--- src/rtl/cpsr_unit_if.sv ---
// EX-side flag-write bus and flag outputs of cpsr_unit.
// slave: the flag register; master: the pipeline driving it.
`ifndef FLAGS_W
`define FLAGS_W 4
`endif

interface cpsr_unit_if;
  logic                ex_valid;
  logic                ex_stall;
  logic                ex_flush;
  logic                ex_condpass;
  logic                ex_setflags;
  logic [`FLAGS_W-1:0] ex_flagmask;
  logic [`FLAGS_W-1:0] ex_aluflags;
  logic                ex_msr_we;
  logic [`FLAGS_W-1:0] ex_msr_data;
  logic                ex_usesflags;
  logic [`FLAGS_W-1:0] flagsout;
  logic [`FLAGS_W-1:0] cpsr_q;
  logic                flag_hazard;

  modport master (
    output ex_valid, ex_stall, ex_flush, ex_condpass, ex_setflags,
           ex_flagmask, ex_aluflags, ex_msr_we, ex_msr_data, ex_usesflags,
    input  flagsout, cpsr_q, flag_hazard
  );

  modport slave (
    input  ex_valid, ex_stall, ex_flush, ex_condpass, ex_setflags,
           ex_flagmask, ex_aluflags, ex_msr_we, ex_msr_data, ex_usesflags,
    output flagsout, cpsr_q, flag_hazard
  );
endinterface

--- src/rtl/cpsr_unit.sv ---
// Architectural NZCV register with a one-entry pending write slot.
// CPSR_FWD_EN: forward the pending write to flagsout instead of requesting a stall.
`ifndef FLAGS_W
`define FLAGS_W 4
`endif

module cpsr_unit #(
  parameter logic [`FLAGS_W-1:0] RESET_FLAGS = 4'b0000
) (
  input logic         clk,
  input logic         reset,
  cpsr_unit_if.slave  bus
);

  logic                cap;
  logic [`FLAGS_W-1:0] cap_mask;
  logic [`FLAGS_W-1:0] cap_data;
  logic                pend_valid;
  logic [`FLAGS_W-1:0] pend_mask;
  logic [`FLAGS_W-1:0] pend_flags;
  logic [`FLAGS_W-1:0] cpsr;
  logic [`FLAGS_W-1:0] merged;

  always_comb begin
    cap = bus.ex_valid & ~bus.ex_stall & ~bus.ex_flush & bus.ex_condpass &
          (bus.ex_setflags | bus.ex_msr_we);
    // MSR writes every flag and takes priority over the ALU S-bit path
    if (bus.ex_msr_we) begin
      cap_mask = '1;
      cap_data = bus.ex_msr_data;
    end else begin
      cap_mask = bus.ex_flagmask;
      cap_data = bus.ex_aluflags;
    end
    merged = (cpsr & ~pend_mask) | (pend_flags & pend_mask);
  end

  always_ff @(posedge clk) begin
    if (reset) begin
      cpsr       <= RESET_FLAGS;
      pend_valid <= 1'b0;
      pend_mask  <= '0;
      pend_flags <= '0;
    end else begin
      if (pend_valid)
        cpsr <= merged;
      pend_valid <= cap;
      if (cap) begin
        pend_mask  <= cap_mask;
        pend_flags <= cap_data;
      end
    end
  end

  assign bus.cpsr_q = cpsr;

`ifdef CPSR_FWD_EN
  assign bus.flagsout    = pend_valid ? merged : cpsr;
  assign bus.flag_hazard = 1'b0;
`else
  assign bus.flagsout    = cpsr;
  assign bus.flag_hazard = pend_valid & bus.ex_usesflags;
`endif

endmodule

--- src/flat_wrapper.sv ---
// flat-port wrapper written by rule: the top's interface ports become plain ports
module cpsr_unit_flat 
#(
  parameter logic [`FLAGS_W-1:0] RESET_FLAGS = 4'b0000
)
  (clk, reset, bus_ex_valid, bus_ex_stall, bus_ex_flush, bus_ex_condpass, bus_ex_setflags, bus_ex_flagmask, bus_ex_aluflags, bus_ex_msr_we, bus_ex_msr_data, bus_ex_usesflags, bus_flagsout, bus_cpsr_q, bus_flag_hazard);
  cpsr_unit_if bus_i ();
  input logic clk;
  input logic reset;
  input wire logic [$bits(bus_i.ex_valid)-1:0] bus_ex_valid;
  input wire logic [$bits(bus_i.ex_stall)-1:0] bus_ex_stall;
  input wire logic [$bits(bus_i.ex_flush)-1:0] bus_ex_flush;
  input wire logic [$bits(bus_i.ex_condpass)-1:0] bus_ex_condpass;
  input wire logic [$bits(bus_i.ex_setflags)-1:0] bus_ex_setflags;
  input wire logic [$bits(bus_i.ex_flagmask)-1:0] bus_ex_flagmask;
  input wire logic [$bits(bus_i.ex_aluflags)-1:0] bus_ex_aluflags;
  input wire logic [$bits(bus_i.ex_msr_we)-1:0] bus_ex_msr_we;
  input wire logic [$bits(bus_i.ex_msr_data)-1:0] bus_ex_msr_data;
  input wire logic [$bits(bus_i.ex_usesflags)-1:0] bus_ex_usesflags;
  output wire logic [$bits(bus_i.flagsout)-1:0] bus_flagsout;
  output wire logic [$bits(bus_i.cpsr_q)-1:0] bus_cpsr_q;
  output wire logic [$bits(bus_i.flag_hazard)-1:0] bus_flag_hazard;
  assign bus_i.ex_valid = bus_ex_valid;
  assign bus_i.ex_stall = bus_ex_stall;
  assign bus_i.ex_flush = bus_ex_flush;
  assign bus_i.ex_condpass = bus_ex_condpass;
  assign bus_i.ex_setflags = bus_ex_setflags;
  assign bus_i.ex_flagmask = bus_ex_flagmask;
  assign bus_i.ex_aluflags = bus_ex_aluflags;
  assign bus_i.ex_msr_we = bus_ex_msr_we;
  assign bus_i.ex_msr_data = bus_ex_msr_data;
  assign bus_i.ex_usesflags = bus_ex_usesflags;
  assign bus_flagsout = bus_i.flagsout;
  assign bus_cpsr_q = bus_i.cpsr_q;
  assign bus_flag_hazard = bus_i.flag_hazard;
  cpsr_unit #(.RESET_FLAGS(RESET_FLAGS)) u_core (.clk(clk), .reset(reset), .bus(bus_i));
endmodule
--- config.mk ---
export PLATFORM = sky130hd
export DESIGN_NAME = cpsr_unit_flat
export DESIGN_NICKNAME = d
export VERILOG_FILES = /design/src/rtl/cpsr_unit_if.sv /design/src/rtl/cpsr_unit.sv /design/src/flat_wrapper.sv
export SDC_FILE = /design/constraint.sdc
export NUM_CORES = 1
export LEC_CHECK = 0
export CAP_MARGIN = 30
export CORE_AREA = 2 2 46 48
export CTS_CLUSTER_SIZE = 14
export DETAILED_ROUTE_END_ITERATION = 6
export DIE_AREA = 0 0 48 50
export PLACE_DENSITY = 0.78
export SLEW_MARGIN = 20
export SYNTH_ARGS = -nofsm -noshare
export SYNTH_HDL_FRONTEND = slang
export SYNTH_SLANG_ARGS = --single-unit
--- constraint.sdc ---
create_clock -name clk -period 2.27 [get_ports clk]
set_input_delay 0.681 -clock clk [delete_from_list [all_inputs] [get_ports clk]]
set_output_delay 0.681 -clock clk [all_outputs]
set_load 0.01 [all_outputs]
-- After elaboration in Yosys (flattened, before gate mapping)
Index checks and enable logic that the tools add are counted.
W data, S select, Z words.
- memories kept: 0
- input bits: 21
- bits in writable memories: 0
- flip-flop bits (word level): 13
- bits in latches: 0
- ROM bits: 0
- multiply operators: 0
- $add $sub $neg: 0
- shift operators: 0
- eq/ne operators: 0
- multiplexer cells: 2
- bitwise gates (word level): 12
- reduce and logical (&&, ||, !) cells: 0
- order comparisons: 0
- div/mod/pow operators: 0
- operators by type and width (operator ; count):
    $and A4 B4 Y4 ; 2
    $mux W4 ; 2
    $and A1 B1 Y1 ; 5
    $not A4 Y4 ; 1
    $or A4 B4 Y4 ; 1
    $not A1 Y1 ; 2
    $or A1 B1 Y1 ; 1

-- Depth between registers and ports, before layout
Gate-level depths: netlist of run 1.
- depth in word-level cells: 5
- depth in mapped cells: 5
- mapped depth without buffers: 3

-- Worst setup path before layout of run 1
Ideal clock, no wire load.
- kind: input -> register
- start: input bus_ex_flush
- end: register u_core.pend_flags[2]
- stages on the path: 4
- path slack: 657 ps
- path buffers: 1
- required time: 2200 ps
- data arrival time: 1542 ps
- library setup time: 70 ps
- cell sequence: nand4bb_4 buf_6 or3_1 a21oi_1
- word-level cells in the longest chain between the ends: 4
- RTL lines (item ; line ; RTL):
    start: declaration ; flat_wrapper.sv:12 ; input wire logic [$bits(bus_i.ex_flush)-1:0] bus_ex_flush;
    $not A1 Y1 ; cpsr_unit.sv:25 ; cap = bus.ex_valid & ~bus.ex_stall & ~bus.ex_flush & bus.ex_condpass &
    $and A1 B1 Y1 (3 in a row) ; cpsr_unit.sv:25 ;
    end signal: assignment ; cpsr_unit.sv:50 ; pend_flags <= cap_data;
    end: declaration ; cpsr_unit.sv:20 ; logic [`FLAGS_W-1:0] pend_flags;
No other way between the ends.
A chain may end at the register's enable or synchronous reset.

-- Worst setup path in the final report of run 1
- start: input bus_ex_usesflags
- end: output bus_flag_hazard
- word-level cells in the longest chain between the ends: 1
- RTL lines (item ; line ; RTL):
    start: declaration ; flat_wrapper.sv:19 ; input wire logic [$bits(bus_i.ex_usesflags)-1:0] bus_ex_usesflags;
    $and A1 B1 Y1 ; cpsr_unit.sv:62 ; assign bus.flag_hazard = pend_valid & bus.ex_usesflags;
    end: declaration ; flat_wrapper.sv:22 ; output wire logic [$bits(bus_i.flag_hazard)-1:0] bus_flag_hazard;
No other way between the ends.

==> impl_metrics.env, run 1 <==
export IMPL_drv_cap=0
export IMPL_cts_path_max_buffers=2
export IMPL_drt_total_wl_um=1180
export IMPL_fraction_of_final_layout_cells_with_drive_strength_greater_than_1_pct=14.0
export IMPL_power_switching_uw=91.4
export IMPL_post_synth_top_count_cell="dfxtp_1"
export IMPL_power_switching_fraction_pct=21.1
export IMPL_routed_via_density=4.49
export IMPL_critical_path_reg2reg_startpoint="u_core.pend_valid"
export IMPL_routed_wirelength_normalized_by_instance_count_um=9.26
export IMPL_timing_critical_path_arrival_ns=1.49
export IMPL_grt_pass1_wl_um=2070
export IMPL_design_area_um2=933
export IMPL_synth_area_top_cells="dfxtp_1, a21oi_1, or3_2"
export IMPL_synth_lib_cells_used_distinct=16
export IMPL_finalNetCount=122
export IMPL_die_h_um=50
export IMPL_design_power_total_uw=432
export IMPL_req_time_crit_path_ns=1.59
export IMPL_placement_io_buffers=29
export IMPL_yosysSeqAreaShare_pct=41.1
export IMPL_cts_tree="built"
export IMPL_drt_pre_antenna_iters=4
export IMPL_cts_hold_buffers=0
export IMPL_dp_worst_setup_slack_ns=-0.178
export IMPL_clock_tree_root_cell="clkbuf_4"
export IMPL_grt_overflow_total=0
export IMPL_slew_limit_headroom_pct=66.5
export IMPL_power_static_leakage_uw=0.000315
export IMPL_grt_antenna_before_repair=0
export IMPL_rsz0062_at_grt="false"
export IMPL_number_of_synthesis_warnings=0
export IMPL_syn_nets=95
export IMPL_peak_supply_drop_mv=0.228
export IMPL_power_share_combinational_pct=14.3
export IMPL_maxSlewViolCount=0
export IMPL_worst_skew_pair_late_latency_ns=0.27
export IMPL_cts_htree_levels=1
export IMPL_worst_r2r_setup_slack_ns=1.46
export IMPL_die_width_um=48
export IMPL_globalplace_congestion=0.629
export IMPL_internal_power_uw=341
export IMPL_drc=0
export IMPL_synth_top_flop_cell="dfxtp_1"
export IMPL_layout_worst_path_cycle_share_pct=95.6
export IMPL_boundaryPins=30
export IMPL_hold_class="register to register"
export IMPL_antenna_cells=0
export IMPL_pin_count_of_the_biggest_net_entering_global_routing=18
export IMPL_vias_after_detailed_routing=570
export IMPL_reg2regPathDepth=3
export IMPL_register_area_um2=260
export IMPL_initial_cell_density_of_the_core_pct=33.3
export IMPL_final_util_pct=49.1
export IMPL_via_count_of_the_first_global_routing_pass=505
export IMPL_crit_path_max_fanout=1
export IMPL_postRouteAntennaNets=0
export IMPL_multi_input_area_um2=309
export IMPL_timing_clock_skew_ns=0.00240
export IMPL_hold_violations=0
export IMPL_rows=16
export IMPL_synth_common_cells="dfxtp_1, a21oi_1, nand2_1, o21ai_0, or3_2"
export IMPL_detail_route_iter0_violations=10
export IMPL_transition_time_at_the_pin_with_the_least_slew_margin_ns=0.501
export IMPL_result_of_the_run="finished clean"
export IMPL_post_dp_cell_area_um2=908
export IMPL_floorplan_core_area_mm2=0.00190
export IMPL_p_seq_share_pct=54.0
export IMPL_power_share_clock_pct=31.8
export IMPL_cts_buffers_inserted=3
export IMPL_hpwl_um=937
export IMPL_clock_sinks=13
export IMPL_post_synth_inst_count=74
export IMPL_power_density_mw_per_mm2=463
export IMPL_critical_path_class="primary input to output port"
export IMPL_setup_worst_path_end_class="output port"
export IMPL_syn_to_final_growth_pct=47.4
export IMPL_final_period_minus_worst_setup_slack_ns=2.17
export IMPL_ys_async_sr_fraction_pct=0
export IMPL_number_of_enable_type_register_cells_in_the_synthesized_netlist=0
export IMPL_clk_transition_reported_paths_ns=0.07
export IMPL_synth_area_leader_cell="dfxtp_1"
export IMPL_timing_fmax_mhz=461
export IMPL_avgSynthCellArea_um2=8.56
export IMPL_grtUsageTotal_pct=12.0
export IMPL_synth_seq_cells=13
export IMPL_final_fill_count=195
export IMPL_setup_viol=0
export IMPL_floorplan_die_area_mm2=0.00240
export IMPL_critical_path_startpoint_type="primary input"
export IMPL_final_setup_worst_slack_ns=0.101
export IMPL_synth_cell_area_um2=633
export IMPL_post_synth_top_area_fraction_pct=41.1
export IMPL_min_path_cells=2
[worst max-delay path: stages]
cell and delay (ns):
clkdlybuf4s50_1 0.44, and2_1 0.11, dlygate4sd2_1 0.26
[worst max-delay path by stage]
stage                           endpoint  slack (ns)  depth (start not counted)        startpoint
floorplan           u_core.pend_flags[2]        0.66                          4      bus_ex_flush
global placement         bus_flag_hazard       -0.18                          3  bus_ex_usesflags
detailed placement       bus_flag_hazard       -0.18                          3  bus_ex_usesflags
CTS                      bus_flag_hazard         0.1                          3  bus_ex_usesflags
global route             bus_flag_hazard        0.06                          3  bus_ex_usesflags
finish                   bus_flag_hazard        0.10                          3  bus_ex_usesflags
[cell type report]
cell class                      count  share of cell area [%]
Clock buffer                        4                    2.82
Sequential cell                    13                    27.9
Tap cell                           27                    3.62
Multi-Input combinational cell     52                    33.1
Timing Repair Buffer               31                    32.6
[logic make-up after synthesis]
logic type / count (synthesis) / synth area share, %
and+or+nand+nor: 28 / 26.7
AOI/OAI and AO/OA: 20 / 15.8
DFF: 13 / 41.1
buffers and inverters: 9 / 10.1
muxes: 4 / 6.32
[cell usage in the layout, fill, tap and decap left out]
cell and n:
a21oi_1 12, and2_1 1, buf_4 2, clkbuf_1 1
clkbuf_4 3, clkdlybuf4s50_1 28, dfxtp_1 13, dlygate4sd2_1 1
mux2i_1 4, nand2_1 8, nand3_1 4, nand4bb_4 1
nor2_1 4, nor2_2 1, nor3_1 1, o21ai_0 8
or3_1 1, or3_2 7
[routing by layer]
layer  track usage, %  part of all wire [%]  vias to the layer above
li1                 -                     -                      304
met3             4.03                    11                        2
met1             15.6                    45                      232
met2             16.7                    43                       32
met5                0                     0                        -
met4             6.76                  0.68                        0
[power groups by stage]
stage | combinational [µW] | clock, µW | sequential [µW]
after floorplan | 24.6 | 0 | 238
after detailed placement | 62.1 | 0 | 239
final | 61.6 | 137 | 233
after global placement | 61.0 | 0 | 239
after global routing | 67.6 | 159 | 234
after CTS | 62.1 | 144 | 233
[what timing repair did]
action	in CTS	in global routing
setup endpoints to repair	1	0
setup buffers	0	0
gates resized for setup	1	0
[per-stage QoR]
step,cells,setup TNS (ns),hold WS [ns]
6_report,127,0,0.471
5_1_grt,127,0,0.500
4_1_cts,127,0,0.473
3_5_place_dp,123,-0.178,0.460
3_3_place_gp,123,-0.176,0.453
2_1_floorplan,74,0,0.434
No activity file was read; power rests on OpenSTA's default activity.
==> inputs of run 2 (changes only) <==
--- a/config.mk
+++ b/config.mk
@@ -11,7 +11,7 @@
 export DETAILED_ROUTE_END_ITERATION = 6
 export DIE_AREA = 0 0 48 50
 export PLACE_DENSITY = 0.78
-export SLEW_MARGIN = 20
+export SLEW_MARGIN = 10
 export SYNTH_ARGS = -nofsm -noshare
 export SYNTH_HDL_FRONTEND = slang
 export SYNTH_SLANG_ARGS = --single-unit
==> results of run 2 <==
Same layout as run 1: the final DEF is identical, and so are final timing and power.
==> inputs of run 3 (changes only) <==
--- a/config.mk
+++ b/config.mk
@@ -10,6 +10,7 @@
 export CTS_CLUSTER_SIZE = 14
 export DETAILED_ROUTE_END_ITERATION = 6
 export DIE_AREA = 0 0 48 50
+export HOLD_SLACK_MARGIN = 0.12
 export PLACE_DENSITY = 0.78
 export SLEW_MARGIN = 10
 export SYNTH_ARGS = -nofsm -noshare
==> results of run 3 <==
Same layout as run 1: the final DEF is identical, and so are final timing and power.
==> RTL change 1 (config.mk and constraints of run 3) <==
Set the macro `FLAGS_W` to 5 (it was 4).
--- a/src/rtl/cpsr_unit_if.sv
+++ b/src/rtl/cpsr_unit_if.sv
@@ -1,7 +1,7 @@
 // EX-side flag-write bus and flag outputs of cpsr_unit.
 // slave: the flag register; master: the pipeline driving it.
 `ifndef FLAGS_W
-`define FLAGS_W 4
+`define FLAGS_W 5
 `endif
 
 interface cpsr_unit_if;
Interface: changed (5 resized); port bits go from 30 to 35. No check against the original RTL was run, so the function may have changed too.
==> RTL change 1 against run 3 <==
Synthesized area is 16% higher. Core utilization is 8.0 points higher. Setup slack worse by 6.8 ps. Sequential cell count is 3 higher. Final cell count is 11% higher. Global-route usage is 2.9 points higher. Register-to-register slack hardly changed. Design area is 16% higher. Routed wire length is 41% higher. Count of clock-buffer cells in the layout stayed put. Power is 27% higher. Critical endpoint unchanged.
==> RTL change 1: results (changes against run 3) <==
[run_status]
status=completed

[routing]
drtIter0Drc=16  ; +6
wl_met3_microns=123  ; -6.1%
wl_per_cell_microns=11.8  ; +27%
dr_wl_met2_microns=727  ; +43%
vias_per_cell=4.98  ; +11%

[global_route]
met2_usage=0.227  ; +0.0600
use_met1=0.182  ; +0.0263
grt_pass1_vias=612  ; +21%
use_met3=0.0256  ; -0.0147
grt_max_degree=17  ; -1
globalRouteTotalUtil=0.148  ; +0.0286

[yosys]
synthMuxAreaShare=0.0680  ; +0.00479
ys_types=18  ; +2
synth_compound_area_frac=0.153  ; -0.00504
yosys-top-cells-area=dfxtp_1 44%, a21oi_1 10%, mux2i_1 6.8%
syn-num-nets=109  ; +15%
seq_area_frac_synth=0.435  ; +0.0243
synthesis.instances=85  ; +15%
synth_common_cells=16 x dfxtp_1, 15 x a21oi_1, 10 x nand2_1

[place]
place_ws_ps=-174  ; +3.67 ps
postPlaceCellArea_sq_um=1050  ; +16%
numPortBuffers=34  ; +17%
dp_hpwl_mm=1.24  ; +32%

[timing]
skew_ps=0.937  ; -1.46 ps

[pwr]
p_leak_nw=0.370  ; +17%
cellPowerDensity_nw_per_um2=507  ; +9.5%
p_clk_mw=0.184  ; +34%
power.switching_mw=0.118  ; +29%
combinationalPower_mw=0.0764  ; +24%

[cells_and_area]
fin_cells=141  ; +11%
drive_gt1_frac=0.0789  ; -0.0611
stdcell_area_sq_um=1080  ; +16%
fillers=179  ; -8.2%

-- RTL change 1: cell count changes after synthesis, sizes merged, moves of 2 or more --
cell	before	now
a211oi	0	5
o21ai	8	0
nor4	0	5
nand2	8	10
nor2	5	2
a21oi	12	15
dfxtp	13	16
nor3	1	6
buf	6	10
or3	8	0
-- RTL change 1: area by class of cell --
type	instances	share of cell area
multi-input cells	57	0.307
clock buffers	4	0.0334
well taps	27	0.0311
repair buffers	37	0.333
flip-flops and latches	16	0.295
-- RTL change 1: worst paths after layout --
check,slack (ps),endpoint,from,depth (start not counted)
hold reg to reg,470,flop,flop,2
hold / removal,470,flop,flop,2
setup / recovery,90,bus_flag_hazard,bus_ex_usesflags,3
setup reg to reg,1460,flop,u_core.pend_valid$_SDFF_PP0_,4
-- RTL change 1: logic make-up (layout without fill, tap and decap cells) --
family	after synthesis	count (layout)
AND/OR/NAND/NOR	32	32
flip-flops	16	16
multiplexers	5	5
buffers and inverters	12	41
AO/OA/AOI/OAI	20	20
==> RTL change 2 (flow settings as in run 3) <==
Made on the original files. Make the reset (`reset`) asynchronous in one clocked block.
--- a/src/rtl/cpsr_unit.sv
+++ b/src/rtl/cpsr_unit.sv
@@ -35,7 +35,7 @@
     merged = (cpsr & ~pend_mask) | (pend_flags & pend_mask);
   end
 
-  always_ff @(posedge clk) begin
+  always_ff @(posedge clk or posedge reset) begin
     if (reset) begin
       cpsr       <= RESET_FLAGS;
       pend_valid <= 1'b0;
Function: differs if reset is asserted again (counterexample within 4 cycles, from zero or initial values and one cycle with reset high); with reset held inactive, the same outputs for 10 cycles.
==> RTL change 2 against run 3 <==
First-iteration DRC count up 20%. Critical endpoint unchanged. Non-clock buffer count up 2. Register-to-register slack worse by 150 ps. Routed wire length up 1.3%. Setup slack worse by 17 ps. Highest routed layer is now met3. Synthesized area up 1.6%. Sequential cell count unchanged. Clock skew down 0.82 ps. Design area up 3.9%.
Power is not compared: it rests on default switching activity, and its combinational part moved more than twofold at a synthesized area within 25%.
==> RTL change 2: results (changes against run 3) <==
[yosys]
synth_compound_area_frac=0.0117  ; -0.146
synth_common_cells=13 x dfrtp_1, 8 x mux2_2, 5 x inv_1
synthMuxAreaShare=0.296  ; +0.232
ys_types=12  ; -4
synthesis.instances=51  ; -31%
syn-num-nets=72  ; -24%
yosys-top-cells-area=dfrtp_1 51%, mux2_2 14%, mux2_4 9.3%

[cells_and_area]
layout.nonclk_buf_frac=0.329  ; +0.00329
seq_share=0.335  ; +0.0567
n_all_buffers=33  ; +6.5%
fillers=189  ; -3.1%
multi_input_area_share=0.254  ; -0.0769
clk_share=0.0271  ; -0.00105
multi_input_gates=27  ; -48%

[routing]
drt_wl_total_mm=1.19  ; +1.3%
highest_layer=met3
dr_wl_met2_microns=574  ; +13%
vias=455  ; -20%
wl_met3_microns=107  ; -18%
drtIter0Drc=12  ; +2

[critical_path]
rrSetupSlack_ps=1310  ; -150 ps
r2r_cells=2  ; -1

[global_route]
use_met3=0.0220  ; -0.0183
grt_pass1_wl_mm=1.98  ; -4.3%
grt_max_degree=14  ; -4

[place]
dp_hpwl_microns=983  ; +4.9%
gp_congestion=0.662  ; +5.2%
place_ws_ps=-190  ; -11.9 ps

[timing]
tightestPinTransition_ps=481  ; -20.3 ps

[run_status]
status=completed

[hold_path]
min_path_cells=1  ; -1

## RTL change 2: through the flow
| stage | power [mW] | hold WS, ps | TNS (ps) |
|---|---|---|---|
| final | 0.730 | 517 | 0 |
| after global routing | 0.784 | 538 | 0 |
| after CTS | 0.744 | 521 | 0 |
| after detailed placement | 0.601 | 499 | -190 |
| after global placement | 0.591 | 492 | -174 |
| after floorplan | 0.475 | 478 | 0 |
## RTL change 2: how the worst max path moves through the flow
| stage | from | end | slack, ps | cells after the start |
|---|---|---|---|---|
| 2_1_floorplan | bus_ex_flush | u_core.pend_flags[0]$_DFFE_PP0P_ | 670 | 4 |
| 3_3_place_gp | bus_ex_usesflags | bus_flag_hazard | -170 | 3 |
| 3_5_place_dp | bus_ex_usesflags | bus_flag_hazard | -190 | 3 |
| 4_1_cts | bus_ex_usesflags | bus_flag_hazard | 80 | 3 |
| 5_1_grt | bus_ex_usesflags | bus_flag_hazard | 40 | 3 |
| 6_report | bus_ex_usesflags | bus_flag_hazard | 80 | 3 |
